File: src/rtl/gdu_pkg.sv
// -----------------------------------------------------------------------------
// gdu_pkg
// Shared types and default widths for the graphics drawing unit memory
// arbiter and its read-owner tag pipeline.
//   owner_t     : who issued a RAM read (none / pixel fetch / CPU)
//   arb_state_t : arbiter FSM state
// -----------------------------------------------------------------------------
package gdu_pkg;

  localparam int GDU_ADDR_W   = 12;
  localparam int GDU_DATA_W   = 32;
  localparam int GDU_RAM_LAT  = 2;
  localparam int GDU_MAX_WAIT = 16;

  typedef enum logic [1:0] {
    OWN_NONE  = 2'd0,
    OWN_FETCH = 2'd1,
    OWN_CPU   = 2'd2
  } owner_t;

  typedef enum logic {
    IDLE   = 1'b0,
    CPU_RD = 1'b1
  } arb_state_t;

endpackage : gdu_pkg

File: src/rtl/gdu_rd_tag_pipe.sv
// -----------------------------------------------------------------------------
// gdu_rd_tag_pipe
// RAM_LAT-deep shift register of read-owner tags. A tag pushed in the cycle a
// read address is issued appears on tag_o in the cycle its RAM data is valid.
// Ports:
//   clk_i   : clock
//   rst_ni  : asynchronous active-low clear (all stages to OWN_NONE)
//   tag_i   : owner of the read issued this cycle (OWN_NONE if none)
//   tag_o   : owner of the read whose data is on RAM_Q this cycle
// -----------------------------------------------------------------------------
module gdu_rd_tag_pipe
  import gdu_pkg::*;
#(
  parameter int RAM_LAT = GDU_RAM_LAT
) (
  input  logic   clk_i,
  input  logic   rst_ni,
  input  owner_t tag_i,
  output owner_t tag_o
);

  owner_t pipe_q [RAM_LAT];

  always_ff @(posedge clk_i or negedge rst_ni) begin
    if (!rst_ni) begin
      for (int i = 0; i < RAM_LAT; i++) begin
        pipe_q[i] <= OWN_NONE;
      end
    end else begin
      pipe_q[0] <= tag_i;
      for (int i = 1; i < RAM_LAT; i++) begin
        pipe_q[i] <= pipe_q[i-1];
      end
    end
  end

  assign tag_o = pipe_q[RAM_LAT-1];

endmodule : gdu_rd_tag_pipe

File: src/rtl/gdu_mem_arbiter.sv
// -----------------------------------------------------------------------------
// gdu_mem_arbiter
// Shares the single frame/sprite RAM port between the CPU Avalon-MM slave and
// the pixel-fetch engine. Fetch has priority (scan-out deadline); the CPU is
// stalled with AVL_WAITREQUEST. Reads are tagged with their owner so returning
// RAM_Q data is steered to the right requester.
//
// Optional feature: define GDU_ARB_STARVE_EN to enable the anti-starvation
// counter. After MAX_WAIT stalled cycles the CPU wins the next arbitration over
// FETCH_REQ. Without the macro, fetch priority is strict.
//
// Ports:
//   CLK, RESET_N            : clock, async active-low reset
//   AVL_CS/READ/WRITE       : Avalon request qualifiers (READ&WRITE = write)
//   AVL_BYTE_EN/ADDR/WRITEDATA : CPU write byte enables, address, data
//   AVL_READDATA            : CPU read data (holds last value between reads)
//   AVL_WAITREQUEST         : low only in the cycle a CPU access completes
//   FETCH_REQ/ADDR          : fetch read request and address
//   FETCH_GNT               : fetch read issued this cycle
//   FETCH_RVALID/RDATA      : fetch read data return
//   RAM_ADDR/BYTEEN/WDATA/WREN : RAM port controls
//   RAM_Q                   : RAM read data, RAM_LAT cycles after address
//
// State table:
//   state  | meaning
//   IDLE   | CPU requests may be accepted
//   CPU_RD | CPU read in flight; no new CPU request until its data returns
// -----------------------------------------------------------------------------
module gdu_mem_arbiter
  import gdu_pkg::*;
#(
  parameter int ADDR_W   = GDU_ADDR_W,
  parameter int DATA_W   = GDU_DATA_W,
  parameter int RAM_LAT  = GDU_RAM_LAT,
  parameter int MAX_WAIT = GDU_MAX_WAIT
) (
  input  logic                CLK,
  input  logic                RESET_N,
  input  logic                AVL_CS,
  input  logic                AVL_READ,
  input  logic                AVL_WRITE,
  input  logic [DATA_W/8-1:0] AVL_BYTE_EN,
  input  logic [ADDR_W-1:0]   AVL_ADDR,
  input  logic [DATA_W-1:0]   AVL_WRITEDATA,
  output logic [DATA_W-1:0]   AVL_READDATA,
  output logic                AVL_WAITREQUEST,
  input  logic                FETCH_REQ,
  input  logic [ADDR_W-1:0]   FETCH_ADDR,
  output logic                FETCH_GNT,
  output logic                FETCH_RVALID,
  output logic [DATA_W-1:0]   FETCH_RDATA,
  output logic [ADDR_W-1:0]   RAM_ADDR,
  output logic [DATA_W/8-1:0] RAM_BYTEEN,
  output logic [DATA_W-1:0]   RAM_WDATA,
  output logic                RAM_WREN,
  input  logic [DATA_W-1:0]   RAM_Q
);

  arb_state_t        state_q, state_d;
  owner_t            tag_push, tag_out;
  logic              cpu_req, cpu_wr, starve_ovr;
  logic              gnt_fetch, gnt_cpu;
  logic              cpu_done, fetch_done;
  logic [DATA_W-1:0] rdata_q, rdata_d;

  // Simultaneous READ and WRITE is treated as a write.
  assign cpu_req = AVL_CS & (AVL_READ | AVL_WRITE) & (state_q == IDLE);
  assign cpu_wr  = AVL_WRITE;

`ifdef GDU_ARB_STARVE_EN
  localparam int CNT_W = (MAX_WAIT < 1) ? 1 : $clog2(MAX_WAIT + 1);
  localparam logic [CNT_W-1:0] CNT_MAX = CNT_W'(MAX_WAIT);

  logic [CNT_W-1:0] starve_cnt_q, starve_cnt_d;

  assign starve_ovr = cpu_req & (starve_cnt_q == CNT_MAX);

  // Reaching CNT_MAX forces a CPU grant, which clears the count, so the
  // increment can never wrap.
  assign starve_cnt_d = (cpu_req & ~gnt_cpu) ? CNT_W'(starve_cnt_q + 1'b1) : '0;

  always_ff @(posedge CLK or negedge RESET_N) begin
    if (!RESET_N) begin
      starve_cnt_q <= '0;
    end else begin
      starve_cnt_q <= starve_cnt_d;
    end
  end
`else
  assign starve_ovr = 1'b0;
`endif

  assign gnt_fetch = FETCH_REQ & ~starve_ovr;
  assign gnt_cpu   = cpu_req & (~FETCH_REQ | starve_ovr);

  gdu_rd_tag_pipe #(
    .RAM_LAT (RAM_LAT)
  ) u_tag_pipe (
    .clk_i  (CLK),
    .rst_ni (RESET_N),
    .tag_i  (tag_push),
    .tag_o  (tag_out)
  );

  assign cpu_done   = (tag_out == OWN_CPU);
  assign fetch_done = (tag_out == OWN_FETCH);

  // FSM: state register
  always_ff @(posedge CLK or negedge RESET_N) begin
    if (!RESET_N) begin
      state_q <= IDLE;
    end else begin
      state_q <= state_d;
    end
  end

  // FSM: next state
  always_comb begin
    state_d = state_q;
    case (state_q)
      IDLE:    if (gnt_cpu && !cpu_wr) state_d = CPU_RD;
      CPU_RD:  if (cpu_done)           state_d = IDLE;
      default: state_d = IDLE;
    endcase
  end

  // FSM: outputs and RAM port steering
  always_comb begin
    RAM_ADDR        = FETCH_ADDR;
    RAM_WREN        = 1'b0;
    RAM_BYTEEN      = '0;
    RAM_WDATA       = AVL_WRITEDATA;
    FETCH_GNT       = gnt_fetch;
    tag_push        = OWN_NONE;
    if (gnt_fetch) begin
      tag_push = OWN_FETCH;
    end else if (gnt_cpu) begin
      RAM_ADDR = AVL_ADDR;
      if (cpu_wr) begin
        RAM_WREN   = 1'b1;
        RAM_BYTEEN = AVL_BYTE_EN;
      end else begin
        tag_push = OWN_CPU;
      end
    end
    AVL_WAITREQUEST = ~((gnt_cpu & cpu_wr) | cpu_done);
    FETCH_RVALID    = fetch_done;
    FETCH_RDATA     = fetch_done ? RAM_Q : '0;
    AVL_READDATA    = cpu_done ? RAM_Q : rdata_q;
  end

  // Holding register so AVL_READDATA keeps the last CPU read result.
  assign rdata_d = cpu_done ? RAM_Q : rdata_q;

  always_ff @(posedge CLK or negedge RESET_N) begin
    if (!RESET_N) begin
      rdata_q <= '0;
    end else begin
      rdata_q <= rdata_d;
    end
  end

endmodule : gdu_mem_arbiter

File: config.mk
export PLATFORM = sky130hd
export DESIGN_NAME = gdu_mem_arbiter
export DESIGN_NICKNAME = d
export VERILOG_FILES = /design/src/rtl/gdu_pkg.sv /design/src/rtl/gdu_rd_tag_pipe.sv /design/src/rtl/gdu_mem_arbiter.sv
export SDC_FILE = /design/constraint.sdc
export NUM_CORES = 1
export LEC_CHECK = 0
export BUFFER_PORTS_ARGS = -buffer_cell sky130_fd_sc_hd__buf_2
export CAP_MARGIN = 20
export CORE_MARGIN = 5
export CORE_UTILIZATION = 33
export CTS_BUF_LIST = sky130_fd_sc_hd__clkbuf_4 sky130_fd_sc_hd__clkbuf_8
export CTS_CLUSTER_SIZE = 25
export DETAILED_ROUTE_END_ITERATION = 10
export PLACE_DENSITY = 0.8
export RECOVER_POWER = 50
export SETUP_SLACK_MARGIN = 0.05
export SLEW_MARGIN = 5
export SYNTH_ARGS = -nofsm -noshare
export SYNTH_HDL_FRONTEND = slang
export SYNTH_SLANG_ARGS = --single-unit
File: constraint.sdc
create_clock -name CLK -period 1.25 [get_ports CLK]
set_input_delay 0.0625 -clock CLK [delete_from_list [all_inputs] [get_ports CLK]]
set_output_delay 0.0625 -clock CLK [all_outputs]
set_load 0.005 [all_outputs]
* Yosys cells after proc, flatten, opt, wreduce, memory -nomap -nowiden *
Index checks and enable logic that the tools add are counted.

storage, ports and cells
  flip-flop bits (word level) = 37
  bits of input ports = 98
  output and inout port bits = 116
  word-level logic and storage cells = 33

operators by class
  equality and inequality tests = 2
  multiplexer cells = 16
  bitwise logic cells = 9
  reductions and logical operators = 2

operators by type and width
  kind                                                  number
  two-way mux 32 bit                                    2
  two-way mux 12 bit                                    2
  two-way mux 4 bit                                     3
  two-way mux 2 bit                                     3
  two-way mux 1 bit                                     5
  bitwise AND 1 bit                                     4
  NOT 1 bit                                             3
  equality test 2 x 1 -> 1 bit (second input constant)  1
  equality test 2 bit (second input constant)           1
  OR 1 bit                                              2
  one-hot mux 1 bit (2 select lines)                    1
  logical AND 1 bit                                     1
  logical NOT 1 bit                                     1

* Depth between registers and ports, before layout *
  word-level depth = 7
  gate-level depth with buffers = 4
  mapped depth without buffers = 3

* By module *
From an unflattened synthesis, not the netlist that was laid out.

second synthesis, totals
  cell total of the unflattened synthesis = 169
  area total of the unflattened synthesis = 2,045.7 sq um

by module, submodules not included
  module           instances  cells each  area each (sq um)  seq. area each (sq um)
  gdu_mem_arbiter  1          163         1,930.6            825.8
  gdu_rd_tag_pipe  1          6           115.1              100.1

* Least setup slack after synthesis *
OpenSTA, ideal clock, no wires.

  path kind = reg2reg
  start point = register u_tag_pipe.pipe_q (netlist bit u_tag_pipe.tag_o[0])
  end point = register rdata_q[10]
  library setup time = 0.132 ns
  data arrival time = 1.174 ns
  required time = 1.118 ns
  slack = -0.056 ns
  stages on the path, launching flop included = 5
  path buffers = 2
  clock period less this slack = 1.306 ns
  cells stage by stage = dfrtp_1 nor2b_1 buf_2 buf_2 mux2_2

on the way
  word-level cells in the longest chain between the ends = 2

ends and longest elaborated chain
  what                             RTL line                source
  start, declared                  gdu_rd_tag_pipe.sv:22   owner_t pipe_q [RAM_LAT];
  start signal, assigned by index  gdu_rd_tag_pipe.sv:32   pipe_q[i] <= pipe_q[i-1];
  equality test 2 bit              gdu_mem_arbiter.sv:105  assign cpu_done = (tag_out == OWN_CPU);
  two-way mux 32 bit               -
  via AVL_READDATA[10]             gdu_mem_arbiter.sv:45   output logic [DATA_W-1:0] AVL_READDATA,
  end signal, assigned             gdu_mem_arbiter.sv:159  rdata_q <= rdata_d;
  end, declared                    gdu_mem_arbiter.sv:64   logic [DATA_W-1:0] rdata_q, rdata_d;

The timed path passes the listed nets, and every way through them passes these cells.

* Worst setup path in the final report *
  start point = register state_q
  end point = output RAM_ADDR[10]

on the way
  word-level cells in the longest chain between the ends = 5

ends and longest elaborated chain
  what                    RTL line                source
  start, declared         gdu_mem_arbiter.sv:59   arb_state_t state_q, state_d;
  start signal, assigned  gdu_mem_arbiter.sv:113  state_q <= state_d;
  NOT 1 bit               -
  bitwise AND 1 bit       gdu_mem_arbiter.sv:67   assign cpu_req = AVL_CS & (AVL_READ | AVL_WRITE) & (state_q == IDLE);
  bitwise AND 1 bit       gdu_mem_arbiter.sv:94   assign gnt_cpu = cpu_req & (~FETCH_REQ | starve_ovr);
  two-way mux 12 bit      gdu_mem_arbiter.sv:137  end else if (gnt_cpu) begin
  two-way mux 12 bit      gdu_mem_arbiter.sv:135  if (gnt_fetch) begin
  end, declared           gdu_mem_arbiter.sv:52   output logic [ADDR_W-1:0] RAM_ADDR,

No other way between the ends.

==> flow_metrics.py <==
metrics = {
    "drt": {
        "wirelength_mm": 6.98,
        "wl_per_cell_um": 18.7,
        "drt_iter0_markers": 20,
        "drt-vias-per-instance": 4.48,
        "vias": 1676,
        "drc": 0,
        "drt-pass1-iter-count": 4,
        "antenna_left": 0,
    },
    "clock_tree": {
        "cts_buffer_depth": 2,
        "tritoncts": "done",
        "cts-root-buf": "clkbuf_8",
        "clk_latency_ns": 0.29,
        "cts_sinks": 37,
        "htreeDepth": 2,
        "clk_pin_slew_ns": 0.08,
        "numCtsBuffers": 5,
    },
    "sta": {
        "hold_violations": 0,
        "final_max_slew_viol_count": 0,
        "fin_ws_ns": -0.412,
        "setup_tns_ns": -22.68,
        "whs_ns": 0.0271,
        "skew_ns": 0.0112,
        "rsz0062_at_grt": "yes",
        "setup_viol_count_final": 99,
        "timing.final.crit_share": 1.33,
        "tightestPinTransition_ns": 0.901,
        "fmax_ghz": 0.602,
        "slew-limit-headroom": 0.399,
        "final.min_clock_period_ns": 1.66,
    },
    "critical_path": {
        "cp.required_ns": 1.19,
        "cp.arrival_ns": 1.60,
        "end_kind": "output pin",
        "startpoint_type": "flop",
        "cp_max_fo": 13,
        "regToRegSetupSlack_ns": -0.02,
        "path_class": "flop to output pin",
    },
    "flow_run": {
        "drv_cap": 0,
    },
    "yosys": {
        "netlist_instances": 167,
        "netlist.area_leader.share": 0.456,
        "synth.distinct_cells": 15,
        "syn_avg_cell_area_um2": 12.2,
        "yosysWarnings": 0,
        "yosysTopAreaCell": "dfrtp_1",
        "synth-seq-cells": 37,
        "yosys-top-cells-area": "dfrtp_1, mux2_2, buf_4",
        "synth_fp_nets": 265,
        "netlist_area_mm2": 0.00203,
        "seq_area_frac_synth": 0.456,
    },
    "grt": {
        "antenna_found_initial": 0,
        "grt_pass1_vias": 1768,
        "grt_pass1_wl_mm": 9.84,
        "grt_max_degree": 24,
        "grt-ovfl-total": 0,
        "gr-usage-all-layers": 0.170,
    },
    "finish": {
        "drive_above_1_share": 0.769,
        "area_delta_synth_final_pct": 61.2,
        "fin_nets": 396,
        "fin_area_mm2": 0.00327,
        "fin_cells": 374,
        "n_antenna_cell": 0,
    },
    "placement": {
        "placed_cell_area_mm2": 0.00281,
        "portBuffers": 149,
        "dp_cells": 359,
        "gp_congestion": 0.887,
        "dp_hpwl_mm": 5.61,
    },
    "die": {
        "ios": 214,
        "initial_core_util": 0.341,
        "die_area_mm2": 0.00782,
        "dieWidth_um": 88.4,
        "fp.dieH_um": 88.4,
        "rows": 28,
        "core_mm2": 0.00596,
    },
    "power_and_ir_drop": {
        "p_leak_uw": 0.00182,
        "powerDensity_mw_per_mm2": 1140,
        "ir_drop_uv": 739,
    },
    "min_path": {
        "hp-class": "primary input to flop",
    },
    "outcome": {
        "failed_checks": "negative setup slack",
        "outcome": "finished, violations left",
    },
}
## final cells by class
cell class                 count  area [µm²]
clock buffer                   7        90.1
timing repair buffer         165        1150
tap                           75        93.8
sequential                    37         926
clock inverter                 1        30.0
multi-input combinational     88         983
fill                         503        2680
inverter                       1        3.75
## flip-flops by register name, summed over array words and instances (netlist names)
| signal | cells |
|---|---|
| u_tag_pipe.tag_o | 2 |
| u_tag_pipe.pipe_q | 2 |
| rdata_q | 32 |
| state_q | 1 |
## per-stage QoR
stage,utilization,total power (µW),setup slack (ns)
final,0.550,3730,-0.412
after global routing,0.550,3940,-0.487
after CTS,0.535,3720,-0.424
after detailed placement,0.472,2440,-0.173
after global placement,0.472,2410,-0.108
after floorplan,-,2010,-0.0197
## repair_timing
item	in CTS	in global routing
setup endpoints to repair	117	117
buffers inserted	5	0
gates resized for setup	32	29
hold buffers	2	0
cloned	2	0
pin swaps	0	9
endpoints found under the hold margin	22	0
## routing by layer
metal / vias to the layer above / track usage / wire length, µm
met5: - / 0 / 0
met4: 0 / 0.0426 / 66
met3: 6 / 0.0596 / 856
met2: 129 / 0.328 / 3850
met1: 762 / 0.173 / 2210
li1: 779 / - / -
## cells in the mapped netlist, drive strengths merged
library cell  instances
and2                 33
and3                  4
buf                  38
clkbuf                3
dfrtp                37
inv                   1
mux2                 44
nor2                  2
nor2b                 2
nor3b                 1
o21ai                 1
o22ai                 1
## cell usage in the layout (no fill, tap or decap), types with 2 or more instances in the layout
cell type / count
buf_2: 114
mux2_4: 40
buf_6: 39
dfrtp_1: 37
and2_1: 21
and2_4: 12
clkbuf_8: 6
buf_4: 5
and3_1: 4
mux2_2: 4
buf_12: 3
nor2b_4: 2
nor2_1: 2
dlygate4sd3_1: 2
## critical path, stage by stage, from the launching register on
cell,delay (ns)
dfrtp_1,0.41
nor3b_4,0.23
o21ai_4,0.20
mux2_4,0.35
buf_6,0.12
## cells by family after synthesis
group           share of synthesized area
buf+inv                             0.145
simple gates                        0.133
flops                               0.456
mux                                 0.259
compound gates                    0.00740
## final timing paths
| kind | cells past startpoint | endpoint | from |
|---|---|---|---|
| setup / recovery | 4 | RAM_ADDR[10] | state_q$_DFF_PN0_ |
| hold / removal | 2 | rdata_q[2]$_DFF_PN0_ | RAM_Q[2] |
| setup reg to reg | 3 | rdata_q[12]$_DFF_PN0_ | u_tag_pipe.tag_o[0]$_DFF_PN0_ |
| hold reg to reg | 0 | u_tag_pipe.tag_o[0]$_DFF_PN0_ | u_tag_pipe.pipe_q[2]$_DFF_PN0_ |
| max in group asynchronous | 3 | rdata_q[21]$_DFF_PN0_ | RESET_N |
| min in group asynchronous | 2 | rdata_q[2]$_DFF_PN0_ | RESET_N |
## where the power goes
group / switching, µW / internal [µW] / leakage (µW) / total [µW]
clock: 409 / 672 / 0.0000619 / 1080
sequential: 60.7 / 1380 / 0.000493 / 1440
combinational: 439 / 774 / 0.00127 / 1210
total: 909 / 2830 / 0.00182 / 3730
No activity file was read; power rests on OpenSTA's default activity.
